### src/rtl/sprite_stream_arbiter.sv
// Two-source sprite record merger: per-source FIFOs drained round-robin
// into one registered ready/valid stream, resynchronised on new_frame.

module sprite_fifo #(
    parameter int W     = 21,
    parameter int DEPTH = 4
) (
    input  logic         clk,
    input  logic         rst,
    input  logic         flush,
    input  logic         push,
    input  logic [W-1:0] din,
    input  logic         pop,
    output logic         empty,
    output logic [W-1:0] head,
    output logic [7:0]   drops
);
    localparam int AW = $clog2(DEPTH);
    localparam logic [AW:0] ONE = 1;

    logic [W-1:0]  mem [DEPTH];
    logic [AW:0]   wr_ptr;
    logic [AW:0]   rd_ptr;
    logic [AW-1:0] waddr;
    logic          full;
    logic          do_pop;
    logic          do_push;
    logic          drop;

    assign empty   = (wr_ptr == rd_ptr);
    assign full    = (wr_ptr[AW] != rd_ptr[AW]) &&
                     (wr_ptr[AW-1:0] == rd_ptr[AW-1:0]);
    assign head    = mem[rd_ptr[AW-1:0]];
    assign do_pop  = pop && !empty;
    // A flush empties the FIFO first, so that cycle's record always fits.
    assign do_push = push && (flush || !full || do_pop);
    assign drop    = push && !flush && full && !do_pop;
    assign waddr   = flush ? '0 : wr_ptr[AW-1:0];

    always_ff @(posedge clk) begin
        if (rst) begin
            wr_ptr <= '0;
            rd_ptr <= '0;
            drops  <= '0;
        end else begin
            if (flush) begin
                rd_ptr <= '0;
                wr_ptr <= do_push ? ONE : '0;
            end else begin
                if (do_pop)  rd_ptr <= rd_ptr + ONE;
                if (do_push) wr_ptr <= wr_ptr + ONE;
            end
            if (drop && drops != 8'hff) drops <= drops + 8'd1;
        end
    end

    always_ff @(posedge clk) begin
        if (!rst && do_push) mem[waddr] <= din;
    end
endmodule

module sprite_stream_arbiter #(
    parameter int CANVAS_WIDTH  = 100,
    parameter int CANVAS_HEIGHT = 100,
    parameter int NUM_FRAMES    = 100,
    parameter int FIFO_DEPTH    = 4,
    localparam int XW = $clog2(CANVAS_WIDTH),
    localparam int YW = $clog2(CANVAS_HEIGHT),
    localparam int FW = $clog2(NUM_FRAMES)
) (
    input  logic          pixel_clk_in,
    input  logic          rst_in,
    input  logic          new_frame,
    input  logic [XW-1:0] s0_x,
    input  logic [YW-1:0] s0_y,
    input  logic [FW-1:0] s0_frame,
    input  logic          s0_valid,
    input  logic [XW-1:0] s1_x,
    input  logic [YW-1:0] s1_y,
    input  logic [FW-1:0] s1_frame,
    input  logic          s1_valid,
    output logic [XW-1:0] out_x,
    output logic [YW-1:0] out_y,
    output logic [FW-1:0] out_frame,
    output logic          out_src,
    output logic          out_valid,
    input  logic          out_ready,
    output logic [7:0]    drop0,
    output logic [7:0]    drop1,
    output logic [7:0]    last_count
);
    localparam int RW = XW + YW + FW;

    logic [RW-1:0] head0;
    logic [RW-1:0] head1;
    logic [RW-1:0] head_g;
    logic          empty0;
    logic          empty1;
    logic          load;
    logic          gnt;
    logic          pop0;
    logic          pop1;
    logic          deliver;
    logic          prio;
    logic [7:0]    cnt;

    assign load    = (!out_valid || out_ready) && !(empty0 && empty1);
    // Favour the prio source, fall back to whichever one has data.
    assign gnt     = prio ? !empty1 : empty0;
    assign pop0    = load && !gnt;
    assign pop1    = load && gnt;
    assign head_g  = gnt ? head1 : head0;
    assign deliver = out_valid && out_ready;

    sprite_fifo #(.W(RW), .DEPTH(FIFO_DEPTH)) u_fifo0 (
        .clk   (pixel_clk_in),
        .rst   (rst_in),
        .flush (new_frame),
        .push  (s0_valid),
        .din   ({s0_x, s0_y, s0_frame}),
        .pop   (pop0),
        .empty (empty0),
        .head  (head0),
        .drops (drop0)
    );

    sprite_fifo #(.W(RW), .DEPTH(FIFO_DEPTH)) u_fifo1 (
        .clk   (pixel_clk_in),
        .rst   (rst_in),
        .flush (new_frame),
        .push  (s1_valid),
        .din   ({s1_x, s1_y, s1_frame}),
        .pop   (pop1),
        .empty (empty1),
        .head  (head1),
        .drops (drop1)
    );

    always_ff @(posedge pixel_clk_in) begin
        if (rst_in) begin
            out_valid <= 1'b0;
            out_x     <= '0;
            out_y     <= '0;
            out_frame <= '0;
            out_src   <= 1'b0;
            prio      <= 1'b0;
        end else if (new_frame) begin
            out_valid <= 1'b0;
            prio      <= 1'b0;
        end else if (load) begin
            {out_x, out_y, out_frame} <= head_g;
            out_src   <= gnt;
            out_valid <= 1'b1;
            prio      <= !gnt;
        end else if (deliver) begin
            out_valid <= 1'b0;
        end
    end

    always_ff @(posedge pixel_clk_in) begin
        if (rst_in) begin
            cnt        <= '0;
            last_count <= '0;
        end else if (new_frame) begin
            // A delivery on the boundary cycle still belongs to the old frame.
            last_count <= (deliver && cnt != 8'hff) ? cnt + 8'd1 : cnt;
            cnt        <= '0;
        end else if (deliver && cnt != 8'hff) begin
            cnt <= cnt + 8'd1;
        end
    end
endmodule

### config.mk
export PLATFORM = sky130hd
export DESIGN_NAME = sprite_stream_arbiter
export DESIGN_NICKNAME = d
export VERILOG_FILES = /design/src/rtl/sprite_stream_arbiter.sv
export SDC_FILE = /design/constraint.sdc
export NUM_CORES = 1
export LEC_CHECK = 0
export ABC_CLOCK_PERIOD_IN_PS = 5420
export CAP_MARGIN = 25
export CORE_ASPECT_RATIO = 1.5
export CORE_MARGIN = 2
export CORE_UTILIZATION = 35
export CTS_CLUSTER_DIAMETER = 80
export DETAILED_ROUTE_END_ITERATION = 12
export PLACE_DENSITY = 0.49
export SYNTH_ARGS = -nofsm -noshare
export SYNTH_HDL_FRONTEND = slang
export SYNTH_HIERARCHICAL = 1
export SYNTH_SLANG_ARGS = --single-unit
export TNS_END_PERCENT = 5
### constraint.sdc
create_clock -name pixel_clk_in -period 5.42 [get_ports pixel_clk_in]
set_clock_uncertainty 0.1 [all_clocks]
set_input_delay 1.084 -clock pixel_clk_in [delete_from_list [all_inputs] [get_ports pixel_clk_in]]
set_output_delay 1.084 -clock pixel_clk_in [all_outputs]
set_load 0.02 [all_outputs]
# After elaboration in Yosys (flattened, before gate mapping)
# Memories as Yosys holds them, arrays and structs flattened. A register that Yosys moved wholly into a read port is not among the register bits.
# Index checks and enable logic that the tools add are counted.
[word_totals]
register_bits = 68
latch_bits = 0
ramBits = 168
mem_bits_ro = 0
inputBits = 48
out_inout_bits = 47
wordCells = 97
n_memories = 2
[op_classes]
addsub = 7
multipliers = 0
div_mod_pow = 0
order_cmp = 0
eq_ne = 9
shifts = 0
n_mux = 21
bitwise_logic = 1
n_reduce_logical = 43
[mem_list]
columns = ["name", "depth", "width", "read_ports", "rd_clocked_by_memory_dff", "write_ports", "line_no", "rtl"]
rows = [
  ["u_fifo0.mem", 4, 21, 1, 1, 1, "21", "logic [W-1:0] mem [DEPTH];"],
  ["u_fifo1.mem", 4, 21, 1, 1, 1, "21", ""],
]
[op_table]
columns = ["cell", "n"]
rows = [
  ["adder 8 x 1 -> 8 bit, second input constant", 3],
  ["inequality test 8 bit, second input constant", 3],
  ["logical AND 1 bit", 22],
  ["2-to-1 mux 21 bit", 1],
  ["adder 3 x 1 -> 3 bit, second input constant", 4],
  ["2-to-1 mux 2 bit", 6],
  ["2-to-1 mux 3 bit", 4],
  ["zero test 1 bit", 11],
  ["2-to-1 mux 1 bit", 9],
  ["2-to-1 mux 8 bit", 1],
  ["== test 3 bit", 2],
  ["nonzero test 2 bit", 3],
  ["logical OR 1 bit", 5],
  ["== test 2 bit", 2],
  ["inequality test 1 bit", 2],
  ["AND reduction 2 bit", 1],
  ["OR reduction 2 bit", 1],
  ["inverter 1 bit", 1],
]

# Logic depth before layout (Yosys ltp)
[depth]
ltp_word = 11
mapped_depth = 10
ltp_nobuf = 8

# Cells and area by module
# The synthesis kept the hierarchy.
[by_module_without_submodules]
columns = ["module", "n_inst", "cells_per_inst", "area_per_inst_um2", "seq_area_each_um2"]
rows = [
  ["sprite_fifo", 2, 207, 3881.2, 2842.7],
  ["sprite_stream_arbiter", 1, 213, 1736.7, 800.8],
]

# Worst setup path after synthesis
# OpenSTA, ideal clock, no wires.
[synth_timing]
kind = "register -> register"
from = "register u_fifo1.wr_ptr[0]"
to = "memory u_fifo0.mem[2][0] (enable)"
setup_ns = 0.460
arrival_ns = 4.287
required_time_ns = 4.860
slack_ns = 0.573
path_stages_with_launch = 9
path_buffers = 1
period_less_slack_ns = 4.847
cell_sequence = "dfxtp_1 -> buf_2 -> xor2_1 -> nor3_1 -> nor2b_1 -> nor3_1 -> nor2_1 -> a41o_1 -> nor4b_1"
[synth_between]
elab_chain_cells = 11
word_cells_on_any_way = 14
cone_classes = "eq/ne: 1; mux: 3; reduce/logical: 10"
[synth_lines]
columns = ["element", "line_no", "rtl"]
rows = [
  ["start, declared", "22", "logic [AW:0] wr_ptr;"],
  ["start signal, assigned", "48", "wr_ptr <= do_push ? ONE : '0;"],
  ["start signal, assigned", "51", "if (do_push) wr_ptr <= wr_ptr + ONE;"],
  ["== test 3 bit (*)", "30", "assign empty = (wr_ptr == rd_ptr);"],
  ["named net empty1", "98", "logic empty1;"],
  ["zero test 1 bit / logical AND 1 bit (equally long branches)", "109, 107", ""],
  ["2-to-1 mux 1 bit / zero test 1 bit (equally long branches)", "109, 107", ""],
  ["zero test 1 bit / logical AND 1 bit (equally long branches)", "110, 107", ""],
  ["logical AND 1 bit (*)", "110", "assign pop0 = load && !gnt;"],
  ["named net pop0", "101", "logic pop0;"],
  ["logical AND 1 bit (*)", "34", "assign do_pop = pop && !empty;"],
  ["logical OR 1 bit (*)", "36", "assign do_push = push && (flush || !full || do_pop);"],
  ["logical AND 1 bit (*)", "36", ""],
  ["logical AND 1 bit (*)", "58", "if (!rst && do_push) mem[waddr] <= din;"],
  ["2-to-1 mux 1 bit (*)", "58", ""],
  ["2-to-1 mux 1 bit (implied by the code) (*)", "58", ""],
  ["end, declared", "21", ""],
]
# The timed path passes the listed nets; every way through them passes the cells marked *.

# Worst setup path in the final report
[layout_timing]
from = "register u_fifo1.wr_ptr[0]"
to = "memory u_fifo0.mem[2][14] (enable)"
# Same word-level chain as after synthesis.

==> out/results.tsv <==
metric	value	unit
worst_skew_pair.late_latency	520	ps
viasPerCell	5.18	
most_used_cells_in_the_layout_excluding_fill_and_tap_cells	sky130_fd_sc_hd__edfxtp_1 (168), sky130_fd_sc_hd__clkdlybuf4s50_1 (93), sky130_fd_sc_hd__dfxtp_1 (72), sky130_fd_sc_hd__nand2_1 (59), sky130_fd_sc_hd__nor2_1 (52)	
timing.critical_path.from_type	flip-flop	
cts.hold.buffers_added	0	
timing_hold_violations_final	0	
irDropWorstVdd	0.258	mV
core.rowCount	73	
p_leak	0.00379	µW
cts.sinks	240	
io-pin-count	95	
worst_slew_margin_rel	27.0	%
post_cts.resized_instances	0	
final_antenna_net_count	0	
min_from	last_count[7]	
synth-edff-count	168	
cap_viol_max_count	0	
detail_route.drc_violations	0	
drt-pass1-iter-count	7	
grt_pass1_vias	5907	
final_cells	1085	
worst_ep_arrival_time	3580	ps
detailed_place.area	10800	µm²
grt_use_total	14.8	%
synth.yosys.warnings	6	
status	finished, final reports clean	
layout_cell_share_with_drive_strength_beyond_1	15.5	%
max_clock_freq	285	MHz
critical_path_class	reg2reg	
worst-slew-pin-transition	1090	ps
worstRegToRegCells	8	
layout_min_cycle_time	3500	ps
grt_max_degree	44	
clockRootBuffer	sky130_fd_sc_hd__clkbuf_16	
postRouteWirelength	21100	µm
ys_types	48	
synth_top_flop_cell	sky130_fd_sc_hd__edfxtp_1	
setup_viol_count_final	0	
cts_setup_buffers	0	
detailroute.via_count	5625	
final.hold.worst_slack	374	ps
growth_of_design_area_from_synthesis_to_finish	23.3	%
synth_nets	682	
syn_area_per_cell	15.2	µm²
antenna_found_initial	0	
holdPathStages	2	
fill_cells	2341	
syn-cell-area	9500	µm²
synth_cells	627	
cts-buffers-inserted	24	
min-delay-path-class	reg2reg	
die_w	139	µm
die_area	28500	µm²
synth.yosys.seq_area_share	68.3	%
wl_per_cell	19.5	µm
critical_path_maximum_fanout	21	
placedCellCount	1040	
report.final.slew_viol_count	0	
layout_worst_path_cycle_share	64.6	%
core	26600	µm²
diodes	0	
ff2ff_setup_slack	1920	ps
half_perimeter_wire_length_of_the_detailed_placement_result	14100	µm
worst_r2r_startpoint	u_fifo1/wr_ptr[0]	
initial_core_util	35.7	%
endpoint_of_the_worst_hold_timing_path	last_count[7]	
fp.dieH	206	µm
finish.net_count	786	
fin_setup_tns	0	ps
initialDrtViolationCount	358	
grt_overflow_total	0	
grt_pass1_wl	33000	µm
portBuffers	94	
unrepaired_setup_endpoints_after_global_routing	no	
mostFrequentLayoutCell	sky130_fd_sc_hd__edfxtp_1	
finish.instance_area	11700	µm²
postSynth.asyncResetShare	0	%
crit_path_end_kind	flip-flop	
htree_num_levels	1	
critPathRequiredTime	5500	ps
final_util	44.1	%
power_density	346	nW/µm²
postSynthRegisterBits	240	
cts_tree	yes	
r2r-end	u_fifo0/mem[2][14]	
gp_congestion	0.803	
clk_path_buf_depth	3	
clock_pin_slew_worst_setup_and_hold_paths	60	ps
==> worst max-delay path, cell delays in order (launching register included) <==
cell	delay, ps
sky130_fd_sc_hd__dfxtp_1	520
sky130_fd_sc_hd__xor2_1	160
sky130_fd_sc_hd__nor3_1	730
sky130_fd_sc_hd__nor2b_1	100
sky130_fd_sc_hd__nor3_1	410
sky130_fd_sc_hd__nor2_1	110
sky130_fd_sc_hd__a41o_1	390
sky130_fd_sc_hd__nor4b_2	280
sky130_fd_sc_hd__buf_4	350
==> layout make-up <==
class / instances / area, µm² / area share [%]
clock buffer: 37 / 713 / 6.09
inverter: 19 / 71.3 / 0.609
timing repair buffer: 110 / 1100 / 9.35
multi-input combinational: 336 / 2830 / 24.1
tap: 337 / 422 / 3.60
sequential: 240 / 6490 / 55.4
clock inverter: 6 / 103 / 0.876
==> cells by family (layout without fill, tap and decap cells) <==
logic type	after synthesis	in the layout	share of synthesized area, %
flip-flops	240	240	68.3
AND/OR/NAND/NOR	174	174	8.52
AO/OA/AOI/OAI	87	87	7.19
buffers and inverters	51	172	2.45
multiplexers	49	49	10.7
XOR/XNOR	19	19	1.91
adder cells (fa/ha/maj)	7	7	0.922
==> metrics by stage <==
| stage | power [µW] | worst slack [ps] |
|---|---|---|
| 6_report | 4060 | 1920 |
| 3_5_place_dp | 2380 | 1600 |
| 3_3_place_gp | 2380 | 1640 |
| 2_1_floorplan | 2240 | 573 |
| 4_1_cts | 4110 | 1870 |
| 5_1_grt | 4210 | 1490 |
==> metal layers <==
layer / up-vias / track usage [%] / wire length, µm
met5: - / 0 / 0
met4: 0 / 3.83 / 381
met3: 24 / 2.12 / 824
met2: 132 / 28.3 / 11200
met1: 2813 / 17.5 / 8700
li1: 2656 / - / -
==> worst max-delay path by stage <==
stage	startpoint	to	depth (start not counted)
floorplan	u_fifo1/wr_ptr[0]	u_fifo0/mem[2][0]	8
finish	u_fifo1/wr_ptr[0]	u_fifo0/mem[2][14]	8
CTS	u_fifo1/wr_ptr[0]	u_fifo0/mem[2][17]	8
global placement	out_ready	u_fifo0/mem[2][19]	7
detailed placement	out_ready	u_fifo0/mem[2][17]	7
global route	u_fifo1/wr_ptr[0]	u_fifo0/mem[2][16]	8
==> synthesized netlist by cell type, types with 8 or more instances <==
cell type / n / share of area [%]
sky130_fd_sc_hd__nand3_1: 10 / 0.53
sky130_fd_sc_hd__o311ai_0: 13 / 1.2
sky130_fd_sc_hd__clkbuf_1: 15 / 0.59
sky130_fd_sc_hd__inv_1: 19 / 0.75
sky130_fd_sc_hd__xor2_1: 9 / 0.83
sky130_fd_sc_hd__xnor2_1: 8 / 0.74
sky130_fd_sc_hd__edfxtp_1: 168 / 53
sky130_fd_sc_hd__dfxtp_1: 72 / 15
sky130_fd_sc_hd__nor3_1: 11 / 0.58
sky130_fd_sc_hd__a311oi_1: 22 / 2.0
sky130_fd_sc_hd__nor2_1: 52 / 2.1
sky130_fd_sc_hd__o41ai_1: 12 / 1.1
sky130_fd_sc_hd__nand2_1: 59 / 2.3
sky130_fd_sc_hd__a21oi_1: 14 / 0.74
sky130_fd_sc_hd__mux4_2: 42 / 10
sky130_fd_sc_hd__buf_2: 9 / 0.47
==> where the power goes <==
part	total, µW	switching, µW	internal, µW	leakage [µW]
clock	1720	673	1040	0.000402
combinational	305	172	133	0.00128
sequential	2030	27.2	2010	0.00211
total	4060	872	3180	0.00379
==> registers in the layout, indices dropped and copies added (netlist names), 7 cells and up, named ones only <==
name,cells
u_fifo1/mem,84
u_fifo0/mem,84
u_fifo1/drops,8
out_frame,7
u_fifo0/drops,8
out_x,7
out_y,7
last_count,8
cnt,8
Power figures use the tool's default switching activity.
